File: config.mk
export PLATFORM = sky130hd
export DESIGN_NAME = pipe_hazard_ctrl_flat
export DESIGN_NICKNAME = d
export VERILOG_FILES = /design/src/rtl/pipe_hazard_ctrl_pkg.sv /design/src/rtl/pipe_hazard_ctrl_if.sv /design/src/rtl/pipe_hazard_ctrl_fwd_select.sv /design/src/rtl/pipe_hazard_ctrl.sv /design/src/flat_wrapper.sv
export SDC_FILE = /design/constraint.sdc
export NUM_CORES = 1
export LEC_CHECK = 0
export CAP_MARGIN = 20
export CELL_PAD_IN_SITES_DETAIL_PLACEMENT = 1
export CELL_PAD_IN_SITES_GLOBAL_PLACEMENT = 1
export CORE_ASPECT_RATIO = 0.5
export CORE_MARGIN = 2
export CORE_UTILIZATION = 32
export DETAILED_ROUTE_END_ITERATION = 16
export GPL_ROUTABILITY_DRIVEN = 0
export PLACE_DENSITY_LB_ADDON = 0.1
export SLEW_MARGIN = 20
export SYNTH_ARGS = -nofsm -noshare
export SYNTH_HDL_FRONTEND = slang
export SYNTH_SLANG_ARGS = --single-unit
File: constraint.sdc
create_clock -name clk -period 6.6 [get_ports clk]
set_input_delay 1.98 -clock clk [delete_from_list [all_inputs] [get_ports clk]]
set_output_delay 1.98 -clock clk [all_outputs]
set_load 0.01 [all_outputs]
File: src/rtl/pipe_hazard_ctrl_pkg.sv
// rtl/pipe_hazard_ctrl_pkg.sv - shared constants and scoreboard entry type for the hazard controller
package pipe_hazard_ctrl_pkg;

   // Bypass select value meaning "take the register file"; k > 0 selects stage Sk
   localparam int FWD_RF          = 0;
   localparam int DEF_NSTAGE      = 3;
   localparam int DEF_REDIR_STAGE = 2;
   // Extra stages a load needs before its data exists
   localparam int LAT_LOAD        = 1;
   localparam int RA_W            = 5;
   localparam int LAT_W           = 3;

   typedef struct packed {
      logic             valid;
      logic [RA_W-1:0]  rd;
      logic [LAT_W-1:0] cnt;
   } sb_entry_t;

   // Countdown to result availability, held at zero once the result exists
   function automatic logic [LAT_W-1:0] sat_dec(input logic [LAT_W-1:0] v);
      return (v != '0) ? v - LAT_W'(1) : '0;
   endfunction

endpackage

File: src/rtl/pipe_hazard_ctrl_if.sv
// rtl/pipe_hazard_ctrl_if.sv - ID-side, bypass and counter signals between the pipeline and the hazard controller
interface pipe_hazard_ctrl_if
   import pipe_hazard_ctrl_pkg::*;
#(
   parameter int XLEN   = 32,
   parameter int NSTAGE = DEF_NSTAGE,
   parameter int SELW   = $clog2(NSTAGE + 1)
) ();

   logic                   id_valid;
   logic [RA_W-1:0]        id_rs1;
   logic [RA_W-1:0]        id_rs2;
   logic                   id_use_rs1;
   logic                   id_use_rs2;
   logic [RA_W-1:0]        id_rd;
   logic                   id_we;
   logic [LAT_W-1:0]       id_lat;
   logic [XLEN-1:0]        rs1_rf;
   logic [XLEN-1:0]        rs2_rf;
   logic [NSTAGE*XLEN-1:0] stage_data;
   logic                   redirect;
   logic [XLEN-1:0]        rs1_fwd;
   logic [XLEN-1:0]        rs2_fwd;
   logic [SELW-1:0]        fwd_sel_rs1;
   logic [SELW-1:0]        fwd_sel_rs2;
   logic                   stall;
   logic                   flush;
   logic [31:0]            stall_cnt;
   logic [31:0]            flush_cnt;

   modport master (
      output id_valid, id_rs1, id_rs2, id_use_rs1, id_use_rs2, id_rd, id_we, id_lat,
             rs1_rf, rs2_rf, stage_data, redirect,
      input  rs1_fwd, rs2_fwd, fwd_sel_rs1, fwd_sel_rs2, stall, flush, stall_cnt, flush_cnt
   );

   modport slave (
      input  id_valid, id_rs1, id_rs2, id_use_rs1, id_use_rs2, id_rd, id_we, id_lat,
             rs1_rf, rs2_rf, stage_data, redirect,
      output rs1_fwd, rs2_fwd, fwd_sel_rs1, fwd_sel_rs2, stall, flush, stall_cnt, flush_cnt
   );

endinterface

File: src/rtl/pipe_hazard_ctrl_fwd_select.sv
// rtl/pipe_hazard_ctrl_fwd_select.sv - youngest-match bypass select and data mux for one source operand
module pipe_hazard_ctrl_fwd_select
   import pipe_hazard_ctrl_pkg::*;
#(
   parameter int XLEN   = 32,
   parameter int NSTAGE = DEF_NSTAGE,
   parameter int SELW   = $clog2(NSTAGE + 1)
) (
   input  logic [RA_W-1:0]        rs_i,
   input  logic [NSTAGE-1:0]      ent_valid_i,
   input  logic [NSTAGE*RA_W-1:0] ent_rd_i,
   input  logic [NSTAGE-1:0]      ent_ready_i,
   input  logic [XLEN-1:0]        rf_data_i,
   input  logic [NSTAGE*XLEN-1:0] stage_data_i,
   output logic [SELW-1:0]        sel_o,
   output logic                   ready_o,
   output logic [XLEN-1:0]        data_o
);

   // Walk oldest to youngest so the youngest matching stage has the final word
   always_comb begin
      sel_o   = SELW'(FWD_RF);
      ready_o = 1'b1;
      data_o  = rf_data_i;
      for (int k = NSTAGE - 1; k >= 0; k--) begin
         if (ent_valid_i[k] && (ent_rd_i[k*RA_W +: RA_W] == rs_i) && (rs_i != '0)) begin
            if (ent_ready_i[k]) begin
               sel_o   = SELW'(k + 1);
               ready_o = 1'b1;
               data_o  = stage_data_i[k*XLEN +: XLEN];
            end else begin
               sel_o   = SELW'(FWD_RF);
               ready_o = 1'b0;
               data_o  = rf_data_i;
            end
         end
      end
   end

endmodule

File: src/rtl/pipe_hazard_ctrl.sv
// rtl/pipe_hazard_ctrl.sv - in-flight destination scoreboard driving operand bypass, stall, flush and perf counters
module pipe_hazard_ctrl
   import pipe_hazard_ctrl_pkg::*;
#(
   parameter int XLEN        = 32,
   parameter int NSTAGE      = DEF_NSTAGE,
   parameter int REDIR_STAGE = DEF_REDIR_STAGE
) (
   input logic               clk,
   input logic               rst,
   pipe_hazard_ctrl_if.slave bus
);

   localparam int SELW = $clog2(NSTAGE + 1);

   sb_entry_t              ent_q [NSTAGE];
   sb_entry_t              ent_d [NSTAGE];
   logic [NSTAGE-1:0]      ent_valid;
   logic [NSTAGE*RA_W-1:0] ent_rd;
   logic [NSTAGE-1:0]      ent_ready;
   logic                   rs1_ready;
   logic                   rs2_ready;
   logic                   stall;
   logic [31:0]            stall_cnt_q;
   logic [31:0]            stall_cnt_d;
   logic [31:0]            flush_cnt_q;
   logic [31:0]            flush_cnt_d;

   // Flatten the scoreboard into the vectors the operand selectors consume
   always_comb begin
      ent_valid = '0;
      ent_rd    = '0;
      ent_ready = '0;
      for (int k = 0; k < NSTAGE; k++) begin
         ent_valid[k]              = ent_q[k].valid;
         ent_rd[k*RA_W +: RA_W]    = ent_q[k].rd;
         ent_ready[k]              = (ent_q[k].cnt == '0);
      end
   end

   pipe_hazard_ctrl_fwd_select #(.XLEN(XLEN), .NSTAGE(NSTAGE), .SELW(SELW)) u_sel_rs1 (
      .rs_i         (bus.id_rs1),
      .ent_valid_i  (ent_valid),
      .ent_rd_i     (ent_rd),
      .ent_ready_i  (ent_ready),
      .rf_data_i    (bus.rs1_rf),
      .stage_data_i (bus.stage_data),
      .sel_o        (bus.fwd_sel_rs1),
      .ready_o      (rs1_ready),
      .data_o       (bus.rs1_fwd)
   );

   pipe_hazard_ctrl_fwd_select #(.XLEN(XLEN), .NSTAGE(NSTAGE), .SELW(SELW)) u_sel_rs2 (
      .rs_i         (bus.id_rs2),
      .ent_valid_i  (ent_valid),
      .ent_rd_i     (ent_rd),
      .ent_ready_i  (ent_ready),
      .rf_data_i    (bus.rs2_rf),
      .stage_data_i (bus.stage_data),
      .sel_o        (bus.fwd_sel_rs2),
      .ready_o      (rs2_ready),
      .data_o       (bus.rs2_fwd)
   );

   // Redirect wins over stall: the killed ID instruction must not hold the front end
   always_comb begin
      stall = bus.id_valid & ~bus.redirect &
              ((bus.id_use_rs1 & ~rs1_ready) | (bus.id_use_rs2 & ~rs2_ready));
   end

   assign bus.stall     = stall;
   assign bus.flush     = bus.redirect;
   assign bus.stall_cnt = stall_cnt_q;
   assign bus.flush_cnt = flush_cnt_q;

   // Unconditional shift; S1 takes ID unless it is stalled or killed, younger stages die on redirect
   always_comb begin
      ent_d[0].valid = bus.id_valid & bus.id_we & (bus.id_rd != '0) & ~stall & ~bus.redirect;
      ent_d[0].rd    = bus.id_rd;
      ent_d[0].cnt   = bus.id_lat;
      for (int k = 1; k < NSTAGE; k++) begin
         ent_d[k].valid = ent_q[k-1].valid & ~(bus.redirect & (k < REDIR_STAGE));
         ent_d[k].rd    = ent_q[k-1].rd;
         ent_d[k].cnt   = sat_dec(ent_q[k-1].cnt);
      end
   end

   // Event counters wrap naturally at 2^32
   always_comb begin
      stall_cnt_d = stall_cnt_q + 32'(stall);
      flush_cnt_d = flush_cnt_q + 32'(bus.redirect);
   end

   // Scoreboard and counter state
   always_ff @(posedge clk or negedge rst) begin
      if (!rst) begin
         for (int k = 0; k < NSTAGE; k++) begin
            ent_q[k] <= '0;
         end
         stall_cnt_q <= '0;
         flush_cnt_q <= '0;
      end else begin
         for (int k = 0; k < NSTAGE; k++) begin
            ent_q[k] <= ent_d[k];
         end
         stall_cnt_q <= stall_cnt_d;
         flush_cnt_q <= flush_cnt_d;
      end
   end

endmodule

File: src/flat_wrapper.sv
// flat-port wrapper written by rule: the top's interface ports become plain ports
module pipe_hazard_ctrl_flat import pipe_hazard_ctrl_pkg::*;
#(
   parameter int XLEN        = 32,
   parameter int NSTAGE      = DEF_NSTAGE,
   parameter int REDIR_STAGE = DEF_REDIR_STAGE
)
  (clk, rst, bus_id_valid, bus_id_rs1, bus_id_rs2, bus_id_use_rs1, bus_id_use_rs2, bus_id_rd, bus_id_we, bus_id_lat, bus_rs1_rf, bus_rs2_rf, bus_stage_data, bus_redirect, bus_rs1_fwd, bus_rs2_fwd, bus_fwd_sel_rs1, bus_fwd_sel_rs2, bus_stall, bus_flush, bus_stall_cnt, bus_flush_cnt);
  pipe_hazard_ctrl_if #(.XLEN(XLEN), .NSTAGE(NSTAGE)) bus_i ();
  input logic clk;
  input logic rst;
  input wire logic [$bits(bus_i.id_valid)-1:0] bus_id_valid;
  input wire logic [$bits(bus_i.id_rs1)-1:0] bus_id_rs1;
  input wire logic [$bits(bus_i.id_rs2)-1:0] bus_id_rs2;
  input wire logic [$bits(bus_i.id_use_rs1)-1:0] bus_id_use_rs1;
  input wire logic [$bits(bus_i.id_use_rs2)-1:0] bus_id_use_rs2;
  input wire logic [$bits(bus_i.id_rd)-1:0] bus_id_rd;
  input wire logic [$bits(bus_i.id_we)-1:0] bus_id_we;
  input wire logic [$bits(bus_i.id_lat)-1:0] bus_id_lat;
  input wire logic [$bits(bus_i.rs1_rf)-1:0] bus_rs1_rf;
  input wire logic [$bits(bus_i.rs2_rf)-1:0] bus_rs2_rf;
  input wire logic [$bits(bus_i.stage_data)-1:0] bus_stage_data;
  input wire logic [$bits(bus_i.redirect)-1:0] bus_redirect;
  output wire logic [$bits(bus_i.rs1_fwd)-1:0] bus_rs1_fwd;
  output wire logic [$bits(bus_i.rs2_fwd)-1:0] bus_rs2_fwd;
  output wire logic [$bits(bus_i.fwd_sel_rs1)-1:0] bus_fwd_sel_rs1;
  output wire logic [$bits(bus_i.fwd_sel_rs2)-1:0] bus_fwd_sel_rs2;
  output wire logic [$bits(bus_i.stall)-1:0] bus_stall;
  output wire logic [$bits(bus_i.flush)-1:0] bus_flush;
  output wire logic [$bits(bus_i.stall_cnt)-1:0] bus_stall_cnt;
  output wire logic [$bits(bus_i.flush_cnt)-1:0] bus_flush_cnt;
  assign bus_i.id_valid = bus_id_valid;
  assign bus_i.id_rs1 = bus_id_rs1;
  assign bus_i.id_rs2 = bus_id_rs2;
  assign bus_i.id_use_rs1 = bus_id_use_rs1;
  assign bus_i.id_use_rs2 = bus_id_use_rs2;
  assign bus_i.id_rd = bus_id_rd;
  assign bus_i.id_we = bus_id_we;
  assign bus_i.id_lat = bus_id_lat;
  assign bus_i.rs1_rf = bus_rs1_rf;
  assign bus_i.rs2_rf = bus_rs2_rf;
  assign bus_i.stage_data = bus_stage_data;
  assign bus_i.redirect = bus_redirect;
  assign bus_rs1_fwd = bus_i.rs1_fwd;
  assign bus_rs2_fwd = bus_i.rs2_fwd;
  assign bus_fwd_sel_rs1 = bus_i.fwd_sel_rs1;
  assign bus_fwd_sel_rs2 = bus_i.fwd_sel_rs2;
  assign bus_stall = bus_i.stall;
  assign bus_flush = bus_i.flush;
  assign bus_stall_cnt = bus_i.stall_cnt;
  assign bus_flush_cnt = bus_i.flush_cnt;
  pipe_hazard_ctrl #(.XLEN(XLEN), .NSTAGE(NSTAGE), .REDIR_STAGE(REDIR_STAGE)) u_core (.clk(clk), .rst(rst), .bus(bus_i));
endmodule
### Yosys cells after proc, flatten, opt, wreduce, memory -nomap -nowiden

Cells that the tools add are included.
W data, S select, Z words.

* $add $sub $neg: 4
* multipliers: 0
* div/mod/pow operators: 0
* magnitude comparators: 0
* equal/unequal tests: 6
* shift operators: 0
* muxes and demuxes: 32
* bitwise logic cells: 14
* reduce and logical (&&, ||, !) cells: 20

Operator list (number)
* $mux W32: 12
* $add A32 B1 Y32: 2
* $eq A5 B5 Y1: 6
* $mux W2: 8
* $reduce_bool A5 Y1: 3
* $logic_and A1 B1 Y1: 12
* $mux W1: 10
* $and A1 B1 Y1: 9
* $logic_not A3 Y1: 3
* $mux W3: 2
* $reduce_bool A3 Y1: 2
* $sub A3 B1 Y3 const B: 2
* $not A1 Y1: 4
* $or A1 B1 Y1: 1

* register bits: 91
* bits in latches: 0
* bits in writable memories: 0
* memory bits (read-only): 0
* bits of input ports: 185
* output and inout bits: 134
* memories kept: 0

### Depth between registers and ports, before layout

* depth after elaboration: 13
* depth in mapped cells: 16
* depth with buffers taken out: 15

### By module

Synthesis repeated with hierarchy kept, for this count alone.

* cells, all modules: 825
* area, all modules: 7986.4 um^2

Modules (own cells, without submodules)
* pipe_hazard_ctrl_fwd_select: times used 2, cells an instance 261, area each 2140.8 um^2, sequential area each 0.0 um^2
* pipe_hazard_ctrl: times used 1, cells an instance 303, area each 3704.8 um^2, sequential area each 2277.2 um^2

### Worst setup path after synthesis

Ideal clock, no wire load.

* kind: input to output
* from: in bus_id_rs1[0]
* to: out bus_rs1_fwd[21]
* arrival: 3.464 ns
* path slack: 1.156 ns
* stages on the path: 9
* cells stage by stage: buf_2 -> xnor2_1 -> nand4_1 -> or4_1 -> buf_4 -> nand2_2 -> buf_4 -> o22ai_1 -> a21oi_1

* cells in the longest elaborated chain, start to end: 6

Ends and longest elaborated chain
* from (decl): RTL line flat_wrapper.sv:13 `input wire logic [$bits(bus_i.id_rs1)-1:0] bus_id_rs1;`
* $eq A5 B5 Y1: RTL line pipe_hazard_ctrl_fwd_select.sv:26 `if (ent_valid_i[k] && (ent_rd_i[k*RA_W +: RA_W] == rs_i) && (rs_i != '0)) begin`
* $logic_and A1 B1 Y1 (2 in a row): RTL line pipe_hazard_ctrl_fwd_select.sv:26
* $mux W32 (2 in a row): RTL line pipe_hazard_ctrl_fwd_select.sv:26
* $mux W32 *: RTL line pipe_hazard_ctrl_fwd_select.sv:26
* to (decl): RTL line flat_wrapper.sv:24 `output wire logic [$bits(bus_i.rs1_fwd)-1:0] bus_rs1_fwd;`

Mark *: on every way between the ends. The rest lies on a longest branch, timed or not.

### Final worst setup path

* from: in bus_id_rs2[1]
* to: out bus_rs2_fwd[8]

* cells in the longest elaborated chain, start to end: 6

Ends and longest elaborated chain
* from (decl): RTL line flat_wrapper.sv:14 `input wire logic [$bits(bus_i.id_rs2)-1:0] bus_id_rs2;`
* $eq A5 B5 Y1: RTL line pipe_hazard_ctrl_fwd_select.sv:26
* $logic_and A1 B1 Y1 (2 in a row): RTL line pipe_hazard_ctrl_fwd_select.sv:26
* $mux W32 (2 in a row): RTL line pipe_hazard_ctrl_fwd_select.sv:26
* $mux W32 *: RTL line pipe_hazard_ctrl_fwd_select.sv:26
* to (decl): RTL line flat_wrapper.sv:25 `output wire logic [$bits(bus_i.rs2_fwd)-1:0] bus_rs2_fwd;`

Marks and branches as above.

==> qor.txt <==
status -> finished, final reports clean
design area -> 0.01104 mm²
Clk pin slew, worst setup/hold paths -> 60 ps
placed insts -> 1,441
GRT Overall Usage -> 24.51%
clock buffer depth -> 2
leading area contributor after synthesis -> dfrtp_1
utilization after layout -> 53.10%
Netlist cell types -> 39
remaining antenna violation count -> 0
core area -> 0.02079 mm²
hold crit path type -> flop to flop
Crit. End Element -> output port
Syn-to-layout area delta -> 60.78%
final cycle utilization of the critical path -> 99.09%
Post-synth EDFFs -> 0
Synth async-reset ratio -> 100.0%
commonest non-fill, non-tap cell in the layout -> clkdlybuf4s50_1
Starting Density -> 33.03%
clk root buf -> clkbuf_16
Die H -> 107.6 µm
setup TNS -> 0 ps
Initial DRC Count -> 404
Synth Net Count -> 1,055
nets -> 1,373
Placement Setup Slack -> -26.11 ps
Cells after Synth -> 862
share of cells above drive strength 1 -> 6.672%
vias per cell -> 5.256
top sig layer -> met5
worst setup slack after layout -> 60.28 ps
total CTS buffers -> 9
M1 WL -> 12.11 mm
die area -> 0.02271 mm²
H-Tree Level Count -> 3
pin count of the biggest net entering global routing -> 73
DR WL met3 -> 1.785 mm
synthesized cell area -> 0.006865 mm²
placed instance area -> 0.01056 mm²
final hold vios -> 0
DR pass1 iterations -> 5
Synth top area share -> 33.17%
Worst Hold Slack -> 439.5 ps
Final Max Slew Viols -> 0
# DRC -> 0
vias in the first global route -> 8,158
post-route insts no fill -> 1,458
post-synthesis sequential area ratio -> 33.17%
Detailed Place HPWL -> 21.89 mm
ys flop type -> dfrtp_1
Worst Tran Pin Value -> 737.6 ps
Pwr Total -> 1.560 mW
Syn Area/Cell -> 7.964 µm²
Clock Latency Late Sink -> 330 ps
worst vdd ir -> 0.1258 mV
Max Cap Violations -> 0
WL met2 -> 14.40 mm
Fmax -> 152.9 MHz
Leakage -> 4.833 nW
Critical Path RT -> 4620 ps
headroom to the max-slew limit -> 50.82%
highest-count cells in the layout ignoring fill and taps -> clkdlybuf4s50_1, o21ai_0, dfrtp_1
fin crit period -> 6540 ps
grt ovf -> 0
num rows -> 37
Setup CP Type -> input pin to output port
startpoint types -> input pin
first-pass GRT wire length -> 43.96 mm
FILL cells -> 2,457
Avg WL per Cell -> 19.81 µm
FF+latch count, synth -> 91
cts hold-fix bufs -> 0
CTS tree -> built
Clock Sinks -> 91
input/output buffers -> 318
chip width -> 211.1 µm
WL final -> 28.88 mm
Finish-stage setup viols -> 0
Critical Path Fanout Max -> 13
Synth area leaders -> dfrtp_1, o21ai_0, mux2i_1, xnor2_1, o22ai_1
crit path DAT -> 4560 ps
vias -> 7,663
number of I/O pins -> 319
initial antenna violation count -> 4
pwr dens -> 141.3 mW/mm²
RSZ-0062 raised after global routing -> false
skew final -> 12.36 ps
Synth Warn # -> 0
-- final timing paths --
| check | cells after the start | end | start | slack, ps |
|---|---|---|---|---|
| setup reg to reg | 16 | u_core.bus.stall_cnt[19]$_DFF_PN0_ | u_core.ent_q[9]$_DFF_PN0_ | 2820 |
| max in group asynchronous | 2 | u_core.bus.flush_cnt[26]$_DFF_PN0_ | rst | 3900 |
| min in group asynchronous | 1 | u_core.bus.flush_cnt[8]$_DFF_PN0_ | rst | 1580 |
| hold / removal | 0 | u_core.ent_q[8]$_DFF_PN0_ | u_core.ent_d[8]$_DFF_PN0_ | 440 |
| hold reg to reg | 0 | u_core.ent_q[8]$_DFF_PN0_ | u_core.ent_d[8]$_DFF_PN0_ | 440 |
| setup / recovery | 10 | bus_rs2_fwd[8] | bus_id_rs2[1] | 60 |
-- cells in the mapped netlist, types with 3 or more instances --
master and count:
nand3_1 29, o22ai_1 65, buf_6 3, or2_2 3, buf_4 12, ha_1 8
nor4_1 4, xnor2_1 66, and4_1 4, or3_1 3, or4_1 3, nor2_1 30
and2_1 4, a21oi_1 66, nand2_1 87, nand4_1 16, and3_1 11, o21ai_0 134
nor2b_1 3, clkbuf_1 22, buf_2 14, xor2_1 24, dfrtp_1 91, mux2i_1 64
inv_1 76
-- cells by family after synthesis --
kind of cell	after synthesis	synth area share, %
AOI/OAI and AO/OA	274	21.67
and+or+nand+nor	206	14.58
buffers and inverters	129	8.310
DFF	91	33.17
xor gates and xnor gates	90	11.48
muxes	64	9.331
adders and majority gates	8	1.458
-- per-layer routing --
| layer | vias up | GRT usage [%] |
|---|---|---|
| met4 | 6 | 6.791 |
| met3 | 46 | 5.572 |
| met5 | - | 0 |
| met2 | 208 | 43.75 |
| li1 | 3651 | - |
| met1 | 3752 | 29.79 |
-- worst max-delay path, cell delays in order --
cell and delay, ps:
clkdlybuf4s50_1 460, or4_4 580, o211ai_2 180, nor2_1 80, buf_4 150, nand2_2 120, buf_12 160, o22ai_1 90
a21oi_1 190, clkdlybuf4s50_1 570
-- registers in the layout, summed over array words and instances, names as in the netlist --
signal,cells
u_core.ent_q,16
u_core.bus.stall_cnt,32
u_core.bus.flush_cnt,32
u_core.ent_d,11
-- power by group --
group	total [mW]	internal, mW	switching [mW]	leakage (nW)
registers	0.621	0.588	0.0331	1.19
clock network	0.507	0.302	0.206	0.142
logic	0.432	0.240	0.192	3.50
total	1.56	1.13	0.431	4.83
-- repair_timing --
action / CTS / global route
setup buffers: 0 / 0
resized for setup: 8 / 53
endpoints found under the setup margin: 15 / 52
pin swaps: 0 / 2
gates cloned: 0 / 1
-- area by class of cell --
class | instances | area [µm²] | area share (%)
clock buffers | 11 | 242.7 | 2.199
multi-input cells | 642 | 4069 | 36.86
flip-flops and latches | 91 | 2277 | 20.63
clock inverters | 4 | 51.30 | 0.4647
well taps | 273 | 341.6 | 3.095
inverters | 76 | 285.3 | 2.584
repair buffers | 360 | 3769 | 34.14
diodes | 1 | 2.502 | 0.02267
Power figures use the tool's default switching activity.
